`config.mk`:
```
export PLATFORM = sky130hd
export DESIGN_NAME = if_fetch_unit_flat
export DESIGN_NICKNAME = d
export VERILOG_FILES = /design/src/rtl/if_fetch_unit_pkg.sv /design/src/rtl/if_fetch_unit_if.sv /design/src/rtl/if_fetch_unit_sync_fifo.sv /design/src/rtl/if_fetch_unit.sv /design/src/flat_wrapper.sv
export SDC_FILE = /design/constraint.sdc
export NUM_CORES = 1
export LEC_CHECK = 0
export CAP_MARGIN = 0
export CORE_MARGIN = 1.5
export CORE_UTILIZATION = 35
export DETAILED_ROUTE_END_ITERATION = 6
export MAX_ROUTING_LAYER = met4
export PLACE_DENSITY_LB_ADDON = 0.15
export SETUP_SLACK_MARGIN = 0.05
export SLEW_MARGIN = 10
export SYNTH_ARGS = -nofsm -noshare
export SYNTH_HDL_FRONTEND = slang
export SYNTH_SLANG_ARGS = --single-unit
```
`constraint.sdc`:
```
create_clock -name clk -period 9.8 [get_ports clk]
set_input_delay 1.96 -clock clk [delete_from_list [all_inputs] [get_ports clk]]
set_output_delay 1.96 -clock clk [all_outputs]
set_load 0.01 [all_outputs]
```
`src/rtl/if_fetch_unit_pkg.sv`:
```
// Shared constants and the fetch-entry type for the instruction-fetch stage.
// Anything that imports this package uses the widths defined here.
package if_pkg;

    localparam int unsigned PC_W    = 64;
    localparam int unsigned INSTR_W = 32;

    localparam logic [31:0] NOP_INSTR = 32'h0000_0013;
    localparam int unsigned PC_STEP   = 4;

    typedef struct packed {
        logic [PC_W-1:0]    pc;
        logic [INSTR_W-1:0] instr;
    } fetch_entry_t;

endpackage

```
`src/rtl/if_fetch_unit_if.sv`:
```
// Instruction-memory request/response bus between the fetch stage and imem.
// The master side issues requests and receives in-order responses.
interface if_fetch_unit_if #(
    parameter int unsigned PC_W    = 64,
    parameter int unsigned INSTR_W = 32
) ();

    logic               imem_req_valid;
    logic [PC_W-1:0]    imem_req_addr;
    logic               imem_req_ready;
    logic               imem_rsp_valid;
    logic [INSTR_W-1:0] imem_rsp_data;

    modport master (
        output imem_req_valid,
        output imem_req_addr,
        input  imem_req_ready,
        input  imem_rsp_valid,
        input  imem_rsp_data
    );

    modport slave (
        input  imem_req_valid,
        input  imem_req_addr,
        output imem_req_ready,
        output imem_rsp_valid,
        output imem_rsp_data
    );

endinterface

```
`src/rtl/if_fetch_unit_sync_fifo.sv`:
```
// Single-clock FIFO with a combinational head, synchronous reset and flush.
// A push into a full FIFO is accepted when a pop happens in the same cycle.
module sync_fifo #(
    parameter int unsigned WIDTH = 8,
    parameter int unsigned DEPTH = 2
) (
    input  logic                       clk,
    input  logic                       reset,
    input  logic                       push,
    input  logic [WIDTH-1:0]           wdata,
    input  logic                       pop,
    input  logic                       flush,
    output logic [WIDTH-1:0]           rdata,
    output logic                       full,
    output logic                       empty,
    output logic [$clog2(DEPTH):0]     count
);

    localparam int unsigned AW = $clog2(DEPTH);

    logic [WIDTH-1:0] mem [DEPTH];
    logic [AW-1:0]    wr_ptr_q;
    logic [AW-1:0]    rd_ptr_q;
    logic [AW:0]      count_q;
    logic             do_push;
    logic             do_pop;

    assign empty   = (count_q == '0);
    assign full    = (count_q == (AW+1)'(DEPTH));
    assign count   = count_q;
    assign rdata   = mem[rd_ptr_q];
    assign do_pop  = pop && !empty;
    assign do_push = push && (!full || do_pop);

    always_ff @(posedge clk) begin
        if (reset || flush) begin
            wr_ptr_q <= '0;
            rd_ptr_q <= '0;
            count_q  <= '0;
        end else begin
            if (do_push) wr_ptr_q <= wr_ptr_q + 1'b1;
            if (do_pop)  rd_ptr_q <= rd_ptr_q + 1'b1;
            count_q <= count_q + (AW+1)'(do_push) - (AW+1)'(do_pop);
        end
    end

    always_ff @(posedge clk) begin
        if (do_push && !reset && !flush) mem[wr_ptr_q] <= wdata;
    end

endmodule

```
`src/rtl/if_fetch_unit.sv`:
```
// Instruction-fetch stage: owns the PC, issues imem requests, pairs in-order
// responses with their PCs and presents the head entry to the IF/ID register.
module if_fetch_unit #(
    parameter int unsigned     PC_W     = if_pkg::PC_W,
    parameter int unsigned     INSTR_W  = if_pkg::INSTR_W,
    parameter logic [PC_W-1:0] RESET_PC = '0,
    parameter int unsigned     DEPTH    = 2
) (
    input  logic                clk,
    input  logic                reset,
    if_fetch_unit_if.master     imem,
    input  logic                redirect_valid,
    input  logic [PC_W-1:0]     redirect_pc,
    input  logic                stall,
    output logic [INSTR_W-1:0]  IFinstr,
    output logic [PC_W-1:0]     IFPC,
    output logic                IFvalid
);

    import if_pkg::*;

    localparam int unsigned CW = $clog2(DEPTH) + 1;

    logic [PC_W-1:0] fetch_pc_q;
    logic [CW-1:0]   drop_q;
    logic [CW-1:0]   inflight;
    logic [CW-1:0]   occ;
    logic [CW:0]     used;
    logic [PC_W-1:0] tag_pc;
    logic            tag_empty;
    logic            tag_full;
    logic            buf_empty;
    logic            buf_full;
    logic            accept;
    logic            rsp;
    logic            dropping;
    logic            buf_push;
    logic            consume;
    fetch_entry_t    buf_in;
    fetch_entry_t    head;
    logic            unused_full;

    // Credit covers both requests still at imem and entries waiting in the buffer,
    // so every accepted request is guaranteed a buffer slot.
    assign used     = {1'b0, inflight} + {1'b0, occ};
    assign imem.imem_req_valid = !reset && !redirect_valid && (used < (CW+1)'(DEPTH));
    assign imem.imem_req_addr  = fetch_pc_q;

    assign accept   = imem.imem_req_valid && imem.imem_req_ready;
    // A response with no outstanding tag is stale (issued before reset) and ignored.
    assign rsp      = imem.imem_rsp_valid && !tag_empty;
    assign dropping = rsp && (drop_q != '0);
    assign buf_push = rsp && !dropping && !redirect_valid;
    assign consume  = !buf_empty && !stall;

    assign buf_in.pc    = tag_pc;
    assign buf_in.instr = imem.imem_rsp_data;

    assign IFvalid = !buf_empty;
    assign IFinstr = IFvalid ? head.instr : INSTR_W'(NOP_INSTR);
    assign IFPC    = IFvalid ? head.pc : '0;

    assign unused_full = tag_full ^ buf_full;

    always_ff @(posedge clk) begin
        if (reset) begin
            fetch_pc_q <= RESET_PC;
            drop_q     <= '0;
        end else if (redirect_valid) begin
            // No accept can happen this cycle, so only the response can retire a tag.
            fetch_pc_q <= redirect_pc;
            drop_q     <= inflight - CW'(rsp);
        end else begin
            if (accept)   fetch_pc_q <= fetch_pc_q + PC_W'(PC_STEP);
            if (dropping) drop_q     <= drop_q - 1'b1;
        end
    end

    sync_fifo #(
        .WIDTH (PC_W),
        .DEPTH (DEPTH)
    ) u_tag_q (
        .clk   (clk),
        .reset (reset),
        .push  (accept),
        .wdata (fetch_pc_q),
        .pop   (rsp),
        .flush (1'b0),
        .rdata (tag_pc),
        .full  (tag_full),
        .empty (tag_empty),
        .count (inflight)
    );

    sync_fifo #(
        .WIDTH ($bits(fetch_entry_t)),
        .DEPTH (DEPTH)
    ) u_out_buf (
        .clk   (clk),
        .reset (reset),
        .push  (buf_push),
        .wdata (buf_in),
        .pop   (consume),
        .flush (redirect_valid),
        .rdata (head),
        .full  (buf_full),
        .empty (buf_empty),
        .count (occ)
    );

endmodule

```
`src/flat_wrapper.sv`:
```
// flat-port wrapper written by rule: the top's interface ports become plain ports
module if_fetch_unit_flat import if_pkg::*;
#(
    parameter int unsigned     PC_W     = if_pkg::PC_W,
    parameter int unsigned     INSTR_W  = if_pkg::INSTR_W,
    parameter logic [PC_W-1:0] RESET_PC = '0,
    parameter int unsigned     DEPTH    = 2
)
  (clk, reset, redirect_valid, redirect_pc, stall, IFinstr, IFPC, IFvalid, imem_imem_req_valid, imem_imem_req_addr, imem_imem_req_ready, imem_imem_rsp_valid, imem_imem_rsp_data);
  if_fetch_unit_if #(.PC_W(PC_W), .INSTR_W(INSTR_W)) imem_i ();
  input  logic clk;
  input  logic reset;
  input  logic redirect_valid;
  input  logic [PC_W-1:0] redirect_pc;
  input  logic stall;
  output logic [INSTR_W-1:0] IFinstr;
  output logic [PC_W-1:0] IFPC;
  output logic IFvalid;
  output wire logic [$bits(imem_i.imem_req_valid)-1:0] imem_imem_req_valid;
  output wire logic [$bits(imem_i.imem_req_addr)-1:0] imem_imem_req_addr;
  input wire logic [$bits(imem_i.imem_req_ready)-1:0] imem_imem_req_ready;
  input wire logic [$bits(imem_i.imem_rsp_valid)-1:0] imem_imem_rsp_valid;
  input wire logic [$bits(imem_i.imem_rsp_data)-1:0] imem_imem_rsp_data;
  assign imem_imem_req_valid = imem_i.imem_req_valid;
  assign imem_imem_req_addr = imem_i.imem_req_addr;
  assign imem_i.imem_req_ready = imem_imem_req_ready;
  assign imem_i.imem_rsp_valid = imem_imem_rsp_valid;
  assign imem_i.imem_rsp_data = imem_imem_rsp_data;
  if_fetch_unit #(.PC_W(PC_W), .INSTR_W(INSTR_W), .RESET_PC(RESET_PC), .DEPTH(DEPTH)) u_core (.clk(clk), .reset(reset), .imem(imem_i), .redirect_valid(redirect_valid), .redirect_pc(redirect_pc), .stall(stall), .IFinstr(IFinstr), .IFPC(IFPC), .IFvalid(IFvalid));
endmodule
```
==> impl_metrics.xml <==
<?xml version="1.0" encoding="UTF-8"?>
<metrics>
  <group name="timing">
    <metric name="setup_viol" unit="">0</metric>
    <metric name="final.min_clock_period" unit="ns">5.75</metric>
    <metric name="final_layout_setup_total_negative_slack" unit="ns">0</metric>
    <metric name="rsz0062_at_grt" unit="">false</metric>
    <metric name="slew_viol_final" unit="">0</metric>
    <metric name="timing.slew.headroom" unit="">0.214</metric>
    <metric name="timing.fmax" unit="GHz">0.174</metric>
    <metric name="worst-slew-pin-transition" unit="ns">1.17</metric>
    <metric name="final_min_period_over_clock_period" unit="">0.587</metric>
    <metric name="hold_slack" unit="ns">0.494</metric>
    <metric name="hold_viol_final" unit="">0</metric>
    <metric name="fin_skew" unit="ns">0.0127</metric>
  </group>
  <group name="routing">
    <metric name="routed_via_density" unit="">5.24</metric>
    <metric name="detail-route-antenna-nets" unit="">0</metric>
    <metric name="initialDrtViolationCount" unit="">780</metric>
    <metric name="num_vias" unit="">11024</metric>
    <metric name="postRouteWirelength" unit="mm">45.2</metric>
    <metric name="drt-wirelength-per-cell" unit="um">21.5</metric>
    <metric name="drt-pass1-iter-count" unit="">5</metric>
    <metric name="route.detailed.drc" unit="">0</metric>
  </group>
  <group name="global_route">
    <metric name="grt_start_max_net_pins" unit="">71</metric>
    <metric name="grt_first_pass_wirelength" unit="mm">67.4</metric>
    <metric name="initial_antenna_violation_count" unit="">0</metric>
    <metric name="grtUsageTotal" unit="">0.191</metric>
    <metric name="first_global_vias" unit="">10769</metric>
    <metric name="overflow" unit="">0</metric>
  </group>
  <group name="floorplan">
    <metric name="floorplan.initialDensity" unit="">0.354</metric>
    <metric name="ios" unit="">264</metric>
    <metric name="floorplan.die_area" unit="um2">48300</metric>
    <metric name="num_rows" unit="">79</metric>
    <metric name="chipWidth" unit="um">220</metric>
    <metric name="dieHeight" unit="um">220</metric>
    <metric name="placeableCoreArea" unit="um2">46500</metric>
  </group>
  <group name="outcome">
    <metric name="run_status" unit="">finished clean</metric>
  </group>
  <group name="pwr">
    <metric name="power_switching" unit="W">0.000987</metric>
    <metric name="share_comb_of_total_power" unit="">0.116</metric>
    <metric name="irDropWorstVdd" unit="mV">0.117</metric>
    <metric name="post-layout-total-power" unit="W">0.00404</metric>
    <metric name="sequentialPowerShare" unit="">0.510</metric>
    <metric name="power.leakage" unit="nW">6.62</metric>
    <metric name="power.density_cell_area" unit="nW/um2">192</metric>
    <metric name="power_frac_clock" unit="">0.373</metric>
    <metric name="power.internal" unit="W">0.00306</metric>
    <metric name="swShare" unit="">0.244</metric>
  </group>
  <group name="logic_synthesis">
    <metric name="synth_fp_nets" unit="">1315</metric>
    <metric name="synth_top_cells_by_area" unit="">sky130_fd_sc_hd__edfxtp_1 58%, sky130_fd_sc_hd__dfxtp_1 9.2%, sky130_fd_sc_hd__mux2i_1 6.1%</metric>
    <metric name="ys.flop_type" unit="">sky130_fd_sc_hd__edfxtp_1</metric>
    <metric name="synth.cell_area" unit="um2">16400</metric>
    <metric name="yosys_warnings" unit="">0</metric>
    <metric name="postSynthRegisterBits" unit="">396</metric>
    <metric name="yosysTopAreaCell" unit="">sky130_fd_sc_hd__edfxtp_1</metric>
    <metric name="synth_top_area_share" unit="">0.584</metric>
    <metric name="netlist-cell-type-count" unit="">57</metric>
    <metric name="synth-edff-count" unit="">320</metric>
    <metric name="synthCells" unit="">1205</metric>
    <metric name="synth_sequential_area_ratio" unit="">0.677</metric>
    <metric name="synth-async-reset-ratio" unit="">0</metric>
    <metric name="syn_area_per_cell" unit="um2">13.7</metric>
  </group>
  <group name="placed_design">
    <metric name="placedCellCount" unit="">2024</metric>
    <metric name="number_of_buffers_inserted_by_port_buffering" unit="">263</metric>
    <metric name="placedInstanceArea" unit="um2">19700</metric>
    <metric name="globalplace.congestion" unit="">0.849</metric>
    <metric name="place.detailed.hpwl" unit="mm">29.6</metric>
  </group>
  <group name="cells_and_area">
    <metric name="layout.cells.non_filler" unit="">2104</metric>
    <metric name="drive_above_1_share" unit="">0.109</metric>
    <metric name="area_growth_syn_to_layout" unit="%">28.0</metric>
    <metric name="stdcell_area" unit="um2">21100</metric>
    <metric name="insertedDiodeCount" unit="">0</metric>
    <metric name="nets" unit="">1573</metric>
    <metric name="filler_cell_count" unit="">4232</metric>
  </group>
  <group name="critical_path">
    <metric name="cp.arrival" unit="ns">3.79</metric>
    <metric name="critPathRequiredTime" unit="ns">7.84</metric>
    <metric name="r2r_slack" unit="ns">6.18</metric>
    <metric name="path_class" unit="">input pin to primary output</metric>
    <metric name="critPathMaxFanout" unit="">51</metric>
    <metric name="cp-start-kind" unit="">input pin</metric>
    <metric name="crit-reg2reg-launch" unit="">u_core.u_tag_q.count[0]</metric>
    <metric name="reg2regPathDepth" unit="">8</metric>
    <metric name="timing.rr.end" unit="">u_core.u_tag_q.mem[0][18]</metric>
    <metric name="timing.critical_path.to_type" unit="">primary output</metric>
  </group>
  <group name="clock_network">
    <metric name="ctsRootBufferMaster" unit="">sky130_fd_sc_hd__clkbuf_16</metric>
    <metric name="tritoncts" unit="">yes</metric>
    <metric name="clock_sinks" unit="">396</metric>
    <metric name="post_cts.repair.setup_buffers" unit="">0</metric>
    <metric name="clk_latency" unit="ns">0.57</metric>
    <metric name="clock_pin_slew_worst_setup_and_hold_paths" unit="ns">0.06</metric>
    <metric name="cts_buffer_depth" unit="">3</metric>
    <metric name="cts_made_buffers" unit="">44</metric>
    <metric name="post_cts_hold_buffer_count" unit="">0</metric>
    <metric name="htreeDepth" unit="">2</metric>
    <metric name="quantity_of_gates_resized_following_cts" unit="">0</metric>
  </group>
  <group name="min_path">
    <metric name="holdCritStartpoint" unit="">u_core.imem.imem_req_addr[0]</metric>
    <metric name="hold-path-endpoint" unit="">u_core.u_tag_q.mem[0][0]</metric>
    <metric name="hold-path-cell-count" unit="">0</metric>
    <metric name="worstHoldPathType" unit="">flop to flop</metric>
  </group>
  <group name="run">
    <metric name="drv.max_cap_violation_count" unit="">0</metric>
  </group>
</metrics>
## through the flow
step / worst slack (ns) / utilization
after floorplan: 2.97 / -
after global placement: 3.96 / 0.425
after detailed placement: 4.04 / 0.425
after CTS: 4.03 / 0.453
after global routing: 3.95 / 0.453
final: 4.05 / 0.453
## cell type report
class,count,area [um2],share of cell area
clock buffers,59,1200,0.0570
clock inverters,21,110,0.00523
inverters,16,60.1,0.00285
multi-input cells,727,5060,0.240
flip-flops and latches,396,11100,0.529
well taps,607,759,0.0361
repair buffers,278,2740,0.130
## critical path, cell delays in order
cell                              delay (ns)
sky130_fd_sc_hd__buf_2                  0.10
sky130_fd_sc_hd__buf_4                  0.29
sky130_fd_sc_hd__or2_2                  0.47
sky130_fd_sc_hd__nor3_1                 0.31
sky130_fd_sc_hd__clkdlybuf4s50_1        0.61
## power by group through the flow
stage / combinational, W / clock, W / sequential [W]
6_report: 0.000471 / 0.00151 / 0.00206
5_1_grt: 0.000509 / 0.00162 / 0.00208
4_1_cts: 0.000478 / 0.00155 / 0.00207
3_5_place_dp: 0.000474 / 0 / 0.00210
3_3_place_gp: 0.000468 / 0 / 0.00210
2_1_floorplan: 0.000296 / 0 / 0.00203
## synth_stat cells (3+ instances only)
cell type / n
sky130_fd_sc_hd__buf_1: 11
sky130_fd_sc_hd__and4_1: 7
sky130_fd_sc_hd__o211ai_1: 11
sky130_fd_sc_hd__o21ai_0: 20
sky130_fd_sc_hd__edfxtp_1: 320
sky130_fd_sc_hd__xor2_1: 18
sky130_fd_sc_hd__dfxtp_1: 76
sky130_fd_sc_hd__or4_1: 15
sky130_fd_sc_hd__inv_1: 15
sky130_fd_sc_hd__a21oi_1: 20
sky130_fd_sc_hd__ha_1: 7
sky130_fd_sc_hd__nor4_2: 3
sky130_fd_sc_hd__nor2_1: 158
sky130_fd_sc_hd__o311ai_0: 5
sky130_fd_sc_hd__or3_1: 12
sky130_fd_sc_hd__xnor2_1: 13
sky130_fd_sc_hd__nor3b_1: 4
sky130_fd_sc_hd__clkbuf_1: 50
sky130_fd_sc_hd__and3_1: 10
sky130_fd_sc_hd__nor4_1: 22
sky130_fd_sc_hd__o21a_1: 5
sky130_fd_sc_hd__a311oi_1: 7
sky130_fd_sc_hd__mux2i_1: 100
sky130_fd_sc_hd__mux2_2: 67
sky130_fd_sc_hd__buf_2: 3
sky130_fd_sc_hd__a211oi_1: 15
sky130_fd_sc_hd__nand2_1: 54
sky130_fd_sc_hd__nand4_1: 52
sky130_fd_sc_hd__nand3_1: 38
sky130_fd_sc_hd__and2_1: 8
sky130_fd_sc_hd__a22oi_1: 6
sky130_fd_sc_hd__a31oi_1: 9
sky130_fd_sc_hd__nor3_1: 10
## layout by cell type (no fill, tap or decap), drive strengths merged, types with 10 or more instances in the layout
cell	instances
edfxtp	320
clkbuf	59
buf	17
nand3	38
o21ai	20
inv	16
or4	15
and3	10
dfxtp	76
clkdlybuf4s50	261
o211ai	11
xnor2	13
mux2i	100
a21oi	20
or3	12
nand2	54
nand4	56
xor2	18
nor4	26
mux2	67
a211oi	15
nor2	158
clkinv	19
nor3	10
## state kept, by name, indices dropped and copies added (netlist names), named ones only
name                       cells
u_core.u_out_buf.count         2
u_core.u_tag_q.rd_ptr_q        1
u_core.drop_q                  2
u_core.u_tag_q.wr_ptr_q        1
u_core.u_out_buf.rd_ptr_q      1
u_core.u_tag_q.mem           128
u_core.u_out_buf.mem         192
u_core.imem.imem_req_addr     64
u_core.u_out_buf.wr_ptr_q      1
u_core.u_tag_q.count           2
## metal layers
layer / track usage / wire length (um) / vias to the layer above
li1: - / - / 5127
met2: 0.298 / 21300 / 370
met5: - / 0 / -
met1: 0.258 / 20300 / 5446
met4: 0.0587 / 998 / 0
met3: 0.0275 / 2630 / 81
## cells by family after synthesis
logic type               share of synthesized area
multiplexers                                 0.107
AO/OA/AOI/OAI                               0.0488
flip-flops                                   0.677
AND/OR/NAND/NOR                              0.126
XOR/XNOR                                    0.0165
buffers and inverters                       0.0191
adder cells (fa/ha/maj)                    0.00654
## worst max-delay path by stage
stage / startpoint / to / cells past startpoint
3_3_place_gp: redirect_valid / imem_imem_req_valid / 5
4_1_cts: redirect_valid / imem_imem_req_valid / 5
3_5_place_dp: redirect_valid / imem_imem_req_valid / 5
6_report: redirect_valid / imem_imem_req_valid / 5
5_1_grt: redirect_valid / imem_imem_req_valid / 5
2_1_floorplan: redirect_valid / u_core.u_out_buf.mem[1][0] / 4
(Power assumes the default switching activity.)
